`config.mk`:
```
export PLATFORM = sky130hd
export DESIGN_NAME = resp_delay_pipe
export DESIGN_NICKNAME = d
export VERILOG_FILES = /design/src/rtl/bitwise_resp_checker_pipe.sv
export SDC_FILE = /design/constraint.sdc
export NUM_CORES = 1
export LEC_CHECK = 0
export ABC_AREA = 1
export CORE_UTILIZATION = 25
export CTS_CLUSTER_DIAMETER = 60
export DETAILED_ROUTE_END_ITERATION = 10
export PLACE_DENSITY = 0.79
export SYNTH_ARGS = -nofsm -noshare
export SYNTH_HDL_FRONTEND = slang
export SYNTH_SLANG_ARGS = --single-unit
```
`constraint.sdc`:
```
create_clock -name clk -period 0.8 [get_ports clk]
set_clock_uncertainty 0.2 [all_clocks]
set_input_delay 0.16 -clock clk [delete_from_list [all_inputs] [get_ports clk]]
set_output_delay 0.16 -clock clk [all_outputs]
set_load 0.01 [all_outputs]
```
`src/rtl/bitwise_resp_checker_pipe.sv`:
```
// ============================================================================
// resp_delay_pipe : valid-tagged delay line aligning {a, b, exp} to unit latency
// Rev 1.0
// ============================================================================
`default_nettype none

module resp_delay_pipe #(
  parameter int WIDTH = 32,
  parameter int LAT   = 1
) (
  input  logic             clk,
  input  logic             rst_n,
  input  logic             flush,
  input  logic             in_vld,
  input  logic [WIDTH-1:0] in_a,
  input  logic [WIDTH-1:0] in_b,
  input  logic [WIDTH-1:0] in_exp,
  output logic             out_vld,
  output logic [WIDTH-1:0] out_a,
  output logic [WIDTH-1:0] out_b,
  output logic [WIDTH-1:0] out_exp
);

  generate
    if (LAT == 0) begin : g_bypass
      logic unused_pipe;
      assign unused_pipe = ^{clk, rst_n, flush};
      assign out_vld = in_vld;
      assign out_a   = in_a;
      assign out_b   = in_b;
      assign out_exp = in_exp;
    end else begin : g_stages
      logic [LAT-1:0]            vld_q, vld_d;
      logic [LAT-1:0][WIDTH-1:0] a_q, a_d;
      logic [LAT-1:0][WIDTH-1:0] b_q, b_d;
      logic [LAT-1:0][WIDTH-1:0] exp_q, exp_d;

      always_comb begin
        vld_d    = vld_q;
        a_d      = a_q;
        b_d      = b_q;
        exp_d    = exp_q;
        vld_d[0] = in_vld;
        a_d[0]   = in_a;
        b_d[0]   = in_b;
        exp_d[0] = in_exp;
        for (int i = 1; i < LAT; i++) begin
          vld_d[i] = vld_q[i-1];
          a_d[i]   = a_q[i-1];
          b_d[i]   = b_q[i-1];
          exp_d[i] = exp_q[i-1];
        end
        if (flush) begin
          vld_d = '0;
        end
      end

      always_ff @(posedge clk or negedge rst_n) begin
        if (!rst_n) begin
          vld_q <= '0;
        end else begin
          vld_q <= vld_d;
        end
      end

      // Payload is only meaningful alongside its valid bit, so it needs no reset.
      always_ff @(posedge clk) begin
        a_q   <= a_d;
        b_q   <= b_d;
        exp_q <= exp_d;
      end

      assign out_vld = vld_q[LAT-1];
      assign out_a   = a_q[LAT-1];
      assign out_b   = b_q[LAT-1];
      assign out_exp = exp_q[LAT-1];
    end
  endgenerate

endmodule

`default_nettype wire

```
==> results.toml <==
[timing]
rsz0062_at_grt = "true"
tightest_slew_ns = 0.1034
hold_viol_final = 0
setup_viol = 97
slew-limit-headroom_pct = 93.11
period_share_pct = 149.3
setup_tns_ns = -32.66
fmax_mhz = 837.1
period_needed_ns = 1.195
setup_ws_ns = -0.3946
finalMaxSlewViolations = 0

[logic_synthesis]
syn-cell-area_mm2 = 0.001957
syn_nets = 199
synth.distinct_cells = 4
synthCells = 99
yosys_warnings = 0
ys_ff_latch = 97
yosysSeqAreaShare_pct = 99.49
synth_area_per_cell_um2 = 19.77

[setup_path]
end_kind = "output port"
cp.buffers_inverters = 1
cp_cell_sequence = "buf_2"
cp_top_family = "flip-flops"
crit_required_ns = 0.44
crit_slowest_cell = "dfrtp_1"
criticalPathCategory = "reg -> out"
critPathLaunch = "out_vld$_DFF_PN0_"
cp_max_fo = 1
cp_data_arrival_time_ns = 0.83
max_stage_delay_ns = 0.36
start_kind = "flop"

[floorplanning]
fp.dieW_um = 90.48
fp.coreArea_mm2 = 0.007408
start_util_pct = 26.41
io_pins = 197
die_h_um = 90.48
dieArea_mm2 = 0.008186
rows = 31

[drt]
wl_um = 5334
drt_pass1_iterations = 2
vias = 1513
drtAntennaViolNets = 0
drc = 0
wl_per_cell_um = 12.98
drt_iter0_drc = 12
routed_via_density = 3.681

[placed_design]
port_buffers = 196
place_inst = 394
place_congestion = 0.7433
hpwl_um = 4307

[finish]
num-fill-cells = 637
final_common_cell = "clkdlybuf4s50_1"
layout-drive-gt1-share_pct = 47.12
final_cell_mix = "99 x clkdlybuf4s50_1, 63 x buf_2, 62 x dfxtp_1"
instances_no_fill = 411
multi_input_area_um2 = 6.256
syn2layout_area_growth_pct = 104.0
antenna_cells = 0
fin_util_pct = 53.89
final_nets = 407
regArea_mm2 = 0.001989

[clock_tree]
h-tree-depth = 3
post_cts_buffers = 0
path_clk_slew_ns = 0.09
cts_num_sinks = 97
cts_tree = "yes"
cts_buffers = 9
clock_path_buffers = 2
root_buffer = "clkbuf_8"

[worst_hold_path]
holdCritStartpoint = "in_b[3]"
hp-class = "in -> reg"

[run_status]
status = "complete, but fails checks"
violations = "setup timing"

[grt]
grt_start_max_net_pins = 17
grt_overflow = 0
grt_pass1_wl_um = 7976
grt_pass1_vias = 1607
antenna_found_initial = 0
grt.total_usage_pct = 13.18

[power]
peakVddDrop_mv = 0.9682
p_leak_nw = 1.759
pwr_density_cell_mw_per_mm2 = 2227

[job]
cap_violations = 0
## cell type report
| type | instances | area share [%] |
|---|---|---|
| multi-input combinational | 1 | 0.1567 |
| inverter | 1 | 0.09401 |
| timing repair buffer | 197 | 42.56 |
| clock buffer | 10 | 3.196 |
| sequential | 97 | 49.83 |
| tap | 99 | 3.102 |
| clock inverter | 6 | 1.065 |
## metrics by stage
step / hold WS [ns] / cell area (um2) / setup slack, ns / total power, W
2_1_floorplan: -0.3356 / 1957 / 0.06441 / 0.005408
3_3_place_gp: 0.1089 / 4043 / -0.4366 / 0.006381
3_5_place_dp: 0.1133 / 4043 / -0.4530 / 0.006407
4_1_cts: 0.01889 / 3832 / -0.4224 / 0.008990
5_1_grt: 0.008344 / 3993 / -0.4273 / 0.009348
6_report: 0.04211 / 3993 / -0.3946 / 0.008890
## cell usage after synthesis (all sizes together)
| master | instances | area share, % |
|---|---|---|
| nor2 | 1 | 0.32 |
| dfxtp | 96 | 98 |
| dfrtp | 1 | 1.3 |
| inv | 1 | 0.19 |
## state kept, by name (all words and copies together) (netlist names)
register	flops
out_vld	1
out_a	32
out_b	32
out_exp	32
## kinds of logic (layout without fill, tap and decap cells)
family,Yosys count,after routing,synth area share [%]
buffers and inverters,1,214,0.1916
DFF,97,97,99.49
and+or+nand+nor,1,1,0.3199
## final timing paths
kind,end,depth (start not counted)
setup / recovery,out_vld,1
hold / removal,out_b[3]$_DFF_P_,1
max in group asynchronous,out_vld$_DFF_PN0_,2
min in group asynchronous,out_vld$_DFF_PN0_,2
## report_power, final
part / internal (W) / switching, W / total, W / leakage (nW)
logic: 0.000689 / 0.000299 / 0.000987 / 0.853
registers: 0.00510 / 0.0000751 / 0.00518 / 0.823
clock network: 0.00114 / 0.00159 / 0.00273 / 0.0827
## metal layers
layer  GRT usage [%]  part of all wire [%]  up-vias
li1                -                     -      716
met1           13.22                    35      654
met2           22.29                    49      134
met3           6.145                    14        9
met4           7.661                   2.0        0
met5               0                     0        -
## repair_timing
item,4_1_cts,5_1_grt
hold buffers,1,0
endpoints found under the setup margin,97,97
endpoints found under the hold margin,1,0
gates resized for setup,413,44
cloned,0,0
(Power assumes the default switching activity.)
